`src/rtl/fetch_pkg.sv`:
```
// fetch_pkg
// Shared definitions for the instruction fetch sequencer and the branch
// target arithmetic it shares with the datapath.
//   ADDR_W   : PC / memory address width
//   INSTR_W  : instruction width
//   PC_INCR  : sequential PC step in bytes
//   BR_SHIFT : word-offset to byte-offset shift for CBZ targets
//   fetch_state_e : fetch sequencer states
package fetch_pkg;

  localparam int ADDR_W   = 64;
  localparam int INSTR_W  = 32;
  localparam int PC_INCR  = 4;
  localparam int BR_SHIFT = 2;

  typedef enum logic [1:0] {
    IDLE = 2'd0,
    REQ  = 2'd1,
    WAIT = 2'd2,
    HOLD = 2'd3
  } fetch_state_e;

endpackage

```
`src/rtl/pc_target_adder.sv`:
```
// pc_target_adder
// Combinational PC arithmetic: the CBZ target BranchPC + (SignExt << 2) and
// the sequential PC + 4. Both wrap modulo 2^W; the shifted offset is
// truncated to W bits before the add.
// Ports:
//   i_BranchPC  in  W  PC of the resolving branch
//   i_SignExt   in  W  sign-extended word offset
//   i_PC        in  W  current PC
//   o_Target    out W  branch target
//   o_PCPlus4   out W  next sequential PC
module pc_target_adder #(
  parameter int W = fetch_pkg::ADDR_W
) (
  input  logic [W-1:0] i_BranchPC,
  input  logic [W-1:0] i_SignExt,
  input  logic [W-1:0] i_PC,
  output logic [W-1:0] o_Target,
  output logic [W-1:0] o_PCPlus4
);
  import fetch_pkg::*;

  logic [W-1:0] w_ByteOffset;

  assign w_ByteOffset = i_SignExt << BR_SHIFT;
  assign o_Target     = i_BranchPC + w_ByteOffset;
  assign o_PCPlus4    = i_PC + W'(PC_INCR);

endmodule

```
`src/rtl/fetch_sequencer.sv`:
```
// fetch_sequencer
// Owns the PC and sequences instruction fetch: one outstanding request to
// instruction memory (req/gnt, then a response), and the returned instruction
// is held for decode (valid/ready). A taken CBZ redirects the PC; any fetch
// already granted when the redirect happens is marked for discard.
// Ports:
//   i_Clk           in   1        clock, rising edge
//   i_Rst           in   1        asynchronous reset, active low
//   i_Halt          in   1        suppress new fetches (IDLE / HOLD exits)
//   o_IMemReq       out  1        fetch request
//   o_IMemAddr      out  ADDR_W   fetch address (current PC)
//   i_IMemGnt       in   1        request accepted
//   i_IMemRspValid  in   1        response valid
//   i_IMemRspData   in   INSTR_W  fetched instruction
//   o_InstrValid    out  1        instruction available to decode
//   o_Instr         out  INSTR_W  held instruction
//   o_InstrPC       out  ADDR_W   address of o_Instr
//   i_InstrReady    in   1        decode accepts o_Instr
//   i_BrValid       in   1        branch resolution valid
//   i_Branch        in   1        resolving instruction is CBZ
//   i_ALUZero       in   1        compare result zero
//   i_BranchPC      in   ADDR_W   PC of the resolving branch
//   i_SignExt       in   ADDR_W   sign-extended word offset
module fetch_sequencer #(
  parameter int                ADDR_W   = fetch_pkg::ADDR_W,
  parameter int                INSTR_W  = fetch_pkg::INSTR_W,
  parameter logic [ADDR_W-1:0] RESET_PC = '0
) (
  input  logic               i_Clk,
  input  logic               i_Rst,
  input  logic               i_Halt,
  output logic               o_IMemReq,
  output logic [ADDR_W-1:0]  o_IMemAddr,
  input  logic               i_IMemGnt,
  input  logic               i_IMemRspValid,
  input  logic [INSTR_W-1:0] i_IMemRspData,
  output logic               o_InstrValid,
  output logic [INSTR_W-1:0] o_Instr,
  output logic [ADDR_W-1:0]  o_InstrPC,
  input  logic               i_InstrReady,
  input  logic               i_BrValid,
  input  logic               i_Branch,
  input  logic               i_ALUZero,
  input  logic [ADDR_W-1:0]  i_BranchPC,
  input  logic [ADDR_W-1:0]  i_SignExt
);
  import fetch_pkg::*;

  fetch_state_e        r_State;
  logic [ADDR_W-1:0]   r_PC;
  logic                r_Discard;
  logic                r_IMemReq;
  logic                r_InstrValid;
  logic [INSTR_W-1:0]  r_Instr;
  logic [ADDR_W-1:0]   r_InstrPC;

  logic                w_Redirect;
  logic [ADDR_W-1:0]   w_Target;
  logic [ADDR_W-1:0]   w_PCPlus4;

  assign w_Redirect = i_BrValid & i_Branch & i_ALUZero;

  pc_target_adder #(
    .W (ADDR_W)
  ) u_pc_target_adder (
    .i_BranchPC (i_BranchPC),
    .i_SignExt  (i_SignExt),
    .i_PC       (r_PC),
    .o_Target   (w_Target),
    .o_PCPlus4  (w_PCPlus4)
  );

  // r_IMemReq / r_InstrValid are set alongside every state change so they
  // always equal (state == REQ) / (state == HOLD) without input-to-output paths.
  // r_Discard marks a granted fetch whose address was superseded by a redirect;
  // its response is swallowed and the fetch is reissued at the new PC.
  always_ff @(posedge i_Clk or negedge i_Rst) begin
    if (!i_Rst) begin
      r_State      <= IDLE;
      r_PC         <= RESET_PC;
      r_Discard    <= 1'b0;
      r_IMemReq    <= 1'b0;
      r_InstrValid <= 1'b0;
      r_Instr      <= '0;
      r_InstrPC    <= '0;
    end else begin
      case (r_State)
        IDLE: begin
          if (w_Redirect) begin
            r_PC <= w_Target;
          end
          if (!i_Halt) begin
            r_State   <= REQ;
            r_IMemReq <= 1'b1;
          end
        end

        REQ: begin
          if (w_Redirect) begin
            r_PC <= w_Target;
          end
          if (i_IMemGnt) begin
            r_State   <= WAIT;
            r_IMemReq <= 1'b0;
            r_Discard <= w_Redirect;
          end
        end

        WAIT: begin
          if (w_Redirect) begin
            r_PC <= w_Target;
            if (i_IMemRspValid) begin
              r_State   <= REQ;
              r_IMemReq <= 1'b1;
              r_Discard <= 1'b0;
            end else begin
              r_Discard <= 1'b1;
            end
          end else if (i_IMemRspValid) begin
            r_Discard <= 1'b0;
            if (r_Discard) begin
              r_State   <= REQ;
              r_IMemReq <= 1'b1;
            end else begin
              r_Instr      <= i_IMemRspData;
              r_InstrPC    <= r_PC;
              r_PC         <= w_PCPlus4;
              r_State      <= HOLD;
              r_InstrValid <= 1'b1;
            end
          end
        end

        HOLD: begin
          // A redirect wins over a simultaneous InstrReady.
          if (w_Redirect) begin
            r_PC         <= w_Target;
            r_InstrValid <= 1'b0;
            r_State      <= REQ;
            r_IMemReq    <= 1'b1;
          end else if (i_InstrReady) begin
            r_InstrValid <= 1'b0;
            if (i_Halt) begin
              r_State <= IDLE;
            end else begin
              r_State   <= REQ;
              r_IMemReq <= 1'b1;
            end
          end
        end

        default: begin
          r_State      <= IDLE;
          r_IMemReq    <= 1'b0;
          r_InstrValid <= 1'b0;
          r_Discard    <= 1'b0;
        end
      endcase
    end
  end

  assign o_IMemReq    = r_IMemReq;
  assign o_IMemAddr   = r_PC;
  assign o_InstrValid = r_InstrValid;
  assign o_Instr      = r_Instr;
  assign o_InstrPC    = r_InstrPC;

endmodule
```
`config.mk`:
```
export PLATFORM = sky130hd
export DESIGN_NAME = fetch_sequencer
export DESIGN_NICKNAME = d
export VERILOG_FILES = /design/src/rtl/fetch_pkg.sv /design/src/rtl/pc_target_adder.sv /design/src/rtl/fetch_sequencer.sv
export SDC_FILE = /design/constraint.sdc
export NUM_CORES = 1
export LEC_CHECK = 0
export ABC_AREA = 1
export CAP_MARGIN = 10
export CORE_ASPECT_RATIO = 2
export CORE_MARGIN = 2
export CORE_UTILIZATION = 25
export CTS_CLUSTER_DIAMETER = 200
export CTS_CLUSTER_SIZE = 16
export DETAILED_ROUTE_END_ITERATION = 12
export GPL_TIMING_DRIVEN = 1
export PLACE_DENSITY = 0.42
export SLEW_MARGIN = 20
export SYNTH_ARGS = -nofsm -noshare
export SYNTH_HDL_FRONTEND = slang
export SYNTH_SLANG_ARGS = --single-unit
```
`constraint.sdc`:
```
create_clock -name i_Clk -period 2.1 [get_ports i_Clk]
set_clock_uncertainty 0.05 [all_clocks]
set_input_delay 0.21 -clock i_Clk [delete_from_list [all_inputs] [get_ports i_Clk]]
set_output_delay 0.21 -clock i_Clk [all_outputs]
set_load 0.01 [all_outputs]
```
==> results of run 1 <==
layout by cell type, fill, tap and decap left out, drive strengths merged, types with 12 or more instances in the layout:
master,Yosys,routed
nand2,835,835
buf,25,554
inv,341,341
clkdlybuf4s50,0,292
nor2,209,209
dfrtp,165,165
nand3,164,164
o21ai,133,133
a21oi,106,106
ha,62,62
nor3,52,52
xor2,43,43
nand4,35,35
dlymetal6s2s,0,30
clkbuf,21,30
o21bai,12,12
cell families (layout without fill, tap and decap cells):
family,count (synthesis),count (layout),synth area share (%)
XOR/XNOR,49,49,3.06
AO/OA/AOI/OAI,287,287,11.2
buffers and inverters,389,1258,10.7
adder cells (fa/ha/maj),63,63,5.67
flip-flops,165,165,29.4
AND/OR/NAND/NOR,1317,1317,40.0
sequential cells by signal, indices dropped and copies added, names as in the netlist:
signal        flops
r_Discard         1
o_InstrPC        64
o_InstrValid      1
o_IMemReq         1
r_State           2
o_Instr          32
o_IMemAddr       64
worst paths after layout:
kind | slack [ps] | cells past startpoint | start | to
min in group i_Clk | 210 | 3 | i_IMemRspData[5] | o_Instr[5]$_DFFE_PN0P_
worst min register to register | 420 | 2 | o_Instr[18]$_DFFE_PN0P_ | o_Instr[18]$_DFFE_PN0P_
worst max register to register | 20 | 11 | o_IMemAddr[29]$_DFFE_PN0P_ | o_IMemAddr[63]$_DFFE_PN0P_
worst max-delay path | 20 | 11 | o_IMemAddr[29]$_DFFE_PN0P_ | o_IMemAddr[63]$_DFFE_PN0P_
worst min-delay path | 140 | 2 | i_Rst | o_InstrPC[4]$_DFFE_PN0P_
max in group asynchronous | 1140 | 3 | i_Rst | o_InstrPC[55]$_DFFE_PN0P_
metal layers:
metal  share of wire (%)  GRT usage [%]  vias up
met4                 6.6           15.3        0
met1                  35           24.9     8272
li1                    -              -     8918
met2                  56           50.7      489
met5                   0              0        -
met3                 3.1           2.04      130
power by group:
part / switching [W] / internal [W] / total (W) / leakage [nW]
Clock: 0.00142 / 0.00223 / 0.00365 / 0.340
Sequential: 0.00128 / 0.00467 / 0.00596 / 2.03
Combinational: 0.00823 / 0.00758 / 0.0158 / 10.2
Total: 0.0109 / 0.0145 / 0.0254 / 12.5
critical path, cell delays in order (launching register included):
cell,delay [ps]
dfrtp_2,420
nand2_2,90
buf_6,120
nor3_4,220
buf_4,150
nand4_1,140
nor3_2,240
buf_4,170
nand4_1,90
a21oi_2,190
nand2_1,70
nand2_1,50
stage by stage:
step	util, %	cell area, µm²	setup TNS (ps)
2_1_floorplan	-	14000	0
3_3_place_gp	39.9	22100	-32460
3_5_place_dp	39.9	22100	-32940
4_1_cts	42.5	23600	-75.8
5_1_grt	45.1	25000	-1050
6_report	45.1	25000	0
repair_timing:
action,4_1_cts,5_1_grt
hold buffers,1,0
hold endpoints to repair,47,0
pin swaps,32,84
gates resized for setup,164,341
endpoints found under the setup margin,47,54
setup buffers,13,23
layout make-up:
| class | count | area (µm²) |
|---|---|---|
| clock inverters | 3 | 17.5 |
| fillers | 5873 | 30400 |
| multi-input cells | 1716 | 10200 |
| clock buffers | 30 | 674 |
| repair buffers | 882 | 7720 |
| well taps | 744 | 931 |
| inverters | 343 | 1300 |
| flip-flops and latches | 165 | 4150 |
==> results.toml, run 1 <==
[global_route]
antenna_found_initial = 0
grt_max_degree = 50
grt_pass1_wl_um = 109000
grt_overflow = 0
first_global_vias = 18500
track_usage_pct = 25.6

[finish]
fin_cells = 3883
antenna_cells = 0
nets = 3365
synthToLayoutAreaGrowth_pct = 78.3
drive_gt1_share_pct = 32.8

[die]
core_um2 = 55400
floorplan.initialDensity_pct = 25.3
ioPinCount = 331
dieHeight_um = 339
placementRows = 122
die_area_um2 = 58200
die_x_um = 172

[logic_synthesis]
synth_edf_count = 0
yosysMostFrequentCell = "nand2_1"
synth_seq_area_share_pct = 29.4
syn_area_per_cell_um2 = 6.18
yosys_warnings = 0
synth.top_cell.area_share_pct = 29.4
synthCells = 2270
async_reset_ff_share_pct = 100
synthesis.area_um2 = 14000
yosys.area.top_type = "dfrtp_1"
ys_ff_latch = 165
syn_nets = 2502
ys_types = 55
synth.area.top_cells = "dfrtp_1 (29%), nand2_1 (22%), inv_1 (8.7%), nand3_1 (5.7%), ha_1 (5.5%)"
synth_ff_type = "dfrtp_1"
yosys-top-cells-count = "nand2_1 (829), inv_1 (326), nor2_1 (191)"

[routing]
vias_per_cell = 4.59
drc_errors = 0
drt_pass1_iterations = 5
num_vias = 17800
drt_iter0_drc = 703
ant_nets = 0
totalWireLength_um = 75800
post_drt_wl_per_cell_um = 19.5

[timing]
fin_ws_ps = 21.3
hold_viol = 0
min_period_over_period_pct = 99.0
slew_violations = 0
max_freq_ghz = 0.481
setup_viol = 0
worst_pin_slew_ps = 519
hold_slack_ps = 136
slew_headroom_pct = 65.4
rsz0062_at_grt = "yes"
period_needed_ps = 2080

[clock_tree]
htreeDepth = 4
cts_tree = "done"
clk_pin_slew_ps = 70
cts_made_buffers = 25
cts.sinks = 165
clock_path_buffers = 3
cts_root_buffer = "clkbuf_16"
clk_latency_ps = 510

[place]
post-place-ws_ps = -833
port_buffers = 328
hpwl_um = 65000
gp_congestion = 0.923
place_inst = 3813

[worst_setup_path]
start_kind = "flop"
crit_path_end_kind = "flop"
path_max_fanout = 4
crit_arrival_ps = 2470
required_ps = 2490
path_class = "reg -> reg"

[power]
ir_drop_uv = 470
power.leakage_nw = 12.5
power.density_nw_per_um2 = 1020
total_power_w = 0.0254

[outcome]
status = "complete, no violations"

[job]
drv_cap = 0

[hold_path]
hp-class = "in -> async"
No activity file was read; power rests on OpenSTA's default activity.
==> run 2: changes to the inputs <==
- CORE_ASPECT_RATIO: 2 -> not set
==> results.toml, run 2 (synthesis gave the netlist of run 1 again) <==
[global_route]
grt_busiest_layer = "met2"
grt_max_degree = 52
grt_overflow = 0
grt_pass1_wl_um = 98900
first_global_vias = 17100
track_usage_pct = 22.6
antenna_found_initial = 0
use_met2_pct = 37.8
grt.met3_usage_pct = 1.66
use_met1_pct = 31.0

[clock_tree]
clk_latency_ps = 460
htreeDepth = 4
cts_root_buffer = "clkbuf_16"
cts_tree = "done"
cts_made_buffers = 17
cts.sinks = 165
clk_pin_slew_ps = 70
clock_path_buffers = 2

[place]
port_buffers = 328
placed_cell_area_um2 = 21100
place_inst = 3682
post-place-ws_ps = -724
gp_congestion = 0.961
hpwl_um = 55500

[finish]
final_common_cell = "nand2_1"
final_area_um2 = 23800
fill_cells = 5902
mostFrequentLayoutCells = "nand2_1 (724), buf_4 (381), inv_1 (316)"
nets = 3208
synthToLayoutAreaGrowth_pct = 69.7
drive_gt1_share_pct = 29.1
fin_cells = 3737
antenna_cells = 0

[outcome]
status = "complete, no violations"

[routing]
drt_iter0_drc = 957
num_vias = 17200
vias_per_cell = 4.59
totalWireLength_um = 66600
post_drt_wl_per_cell_um = 17.8
drt_pass1_iterations = 5
drc_errors = 0
ant_nets = 0

[timing]
setup_viol = 0
hold_slack_ps = 218
fin_ws_ps = 18.1
max_freq_ghz = 0.480
slew_violations = 0
min_period_over_period_pct = 99.1
slew_headroom_pct = 68.2
rsz0062_at_grt = "yes"
period_needed_ps = 2080
setup_tns_ps = 0
hold_viol = 0
worst_pin_slew_ps = 477

[worst_setup_path]
reg2reg_from = "o_IMemAddr[3]$_DFFE_PN0P_"
cp_slowest_cell = "clkdlybuf4s50_1"
crit_start = "i_SignExt[17]"
path_max_fanout = 3
endpoint = "o_IMemAddr[20]$_DFFE_PN0P_"
required_ps = 2380
start_kind = "input port"
path_cells = "clkdlybuf4s50_1 > ha_4 > buf_4 > nand2_1 > nand2_1 > o21bai_4 > nor2_2 > nand2_4 > xor2_4 > buf_4 > o211ai_1 > o21ai_1"
r2r-end = "o_IMemAddr[63]$_DFFE_PN0P_"
cp_slowest_stage_delay_ps = 510
ff2ff_path_depth = 10
reg2reg_setup_slack_ps = 40
path_class = "in -> reg"
crit_path_end_kind = "flop"
crit_arrival_ps = 2360

[power]
ir_drop_uv = 586
power.density_nw_per_um2 = 1010
power.leakage_nw = 11.6

[die]
core_um2 = 55300
floorplan.initialDensity_pct = 25.4
ioPinCount = 331
dieHeight_um = 241
placementRows = 86
die_x_um = 241
die_area_um2 = 58000

[hold_path]
hp-class = "in -> async"

[job]
drv_cap = 0
[run 2: cell types whose count changed in the layout (fill, tap and decap cells not counted), moves of 8 or more]
cell / change
ha_4: +8
clkdlybuf4s50_1: +13
buf_4: -145
nor3_2: -8
dlymetal6s2s_1: -8
clkbuf_16: -8
a21oi_1: +9
[run 2: critical path: cells and delay by family]
family | cells | cell delay (ps)
AO/OA/AOI/OAI | 3 | 550
XOR/XNOR | 1 | 180
adder cells (fa/ha/maj) | 1 | 230
buffers and inverters | 3 | 810
AND/OR/NAND/NOR | 4 | 400
[run 2: power breakdown]
group	switching, W	internal, W	leakage [nW]
Sequential	0.00137	0.00467	2.02
Combinational	0.00786	0.00692	9.31
Clock	0.00149	0.00180	0.274
Total	0.0107	0.0134	11.6
[run 2: repair_timing]
item,in CTS,in global routing
hold endpoints to repair,39,0
setup endpoints to repair,38,50
hold buffers,1,0
buffers inserted,2,20
pin swaps,5,78
resized for setup,63,419
[run 2: area by class of cell]
class                      count  area [µm²]  share of cell area [%]
multi-input combinational   1716       10300                    43.1
timing repair buffer         733        6570                    27.6
sequential                   165        4150                    17.4
inverter                     343        1300                    5.46
tap                          748         936                    3.93
clock buffer                  19         443                    1.86
clock inverter                13         149                   0.625
[run 2: stage by stage]
step	power (W)	util, %
2_1_floorplan	0.0114	-
3_3_place_gp	0.0196	38.1
3_5_place_dp	0.0197	38.1
4_1_cts	0.0232	39.7
5_1_grt	0.0257	43.1
6_report	0.0241	43.1
[run 2: worst min path at each step]
stage                      from                   endpoint  slack [ps]  depth (start not counted)
4_1_cts        i_IMemRspData[8]     o_Instr[8]$_DFFE_PN0P_         210                          3
6_report                  i_Rst  o_InstrPC[23]$_DFFE_PN0P_         220                          2
3_3_place_gp              i_Rst   o_InstrPC[6]$_DFFE_PN0P_         130                          1
5_1_grt        i_IMemRspData[8]     o_Instr[8]$_DFFE_PN0P_         240                          3
3_5_place_dp              i_Rst  o_InstrPC[23]$_DFFE_PN0P_         140                          1
2_1_floorplan             i_Rst  o_IMemAddr[0]$_DFFE_PN0P_        -140                          0
[run 2: layer usage]
| layer | vias up | routed length, µm |
|---|---|---|
| li1 | 8607 | - |
| met3 | 89 | 2510 |
| met5 | - | 0 |
| met1 | 8039 | 30800 |
| met2 | 431 | 31300 |
| met4 | 0 | 1910 |
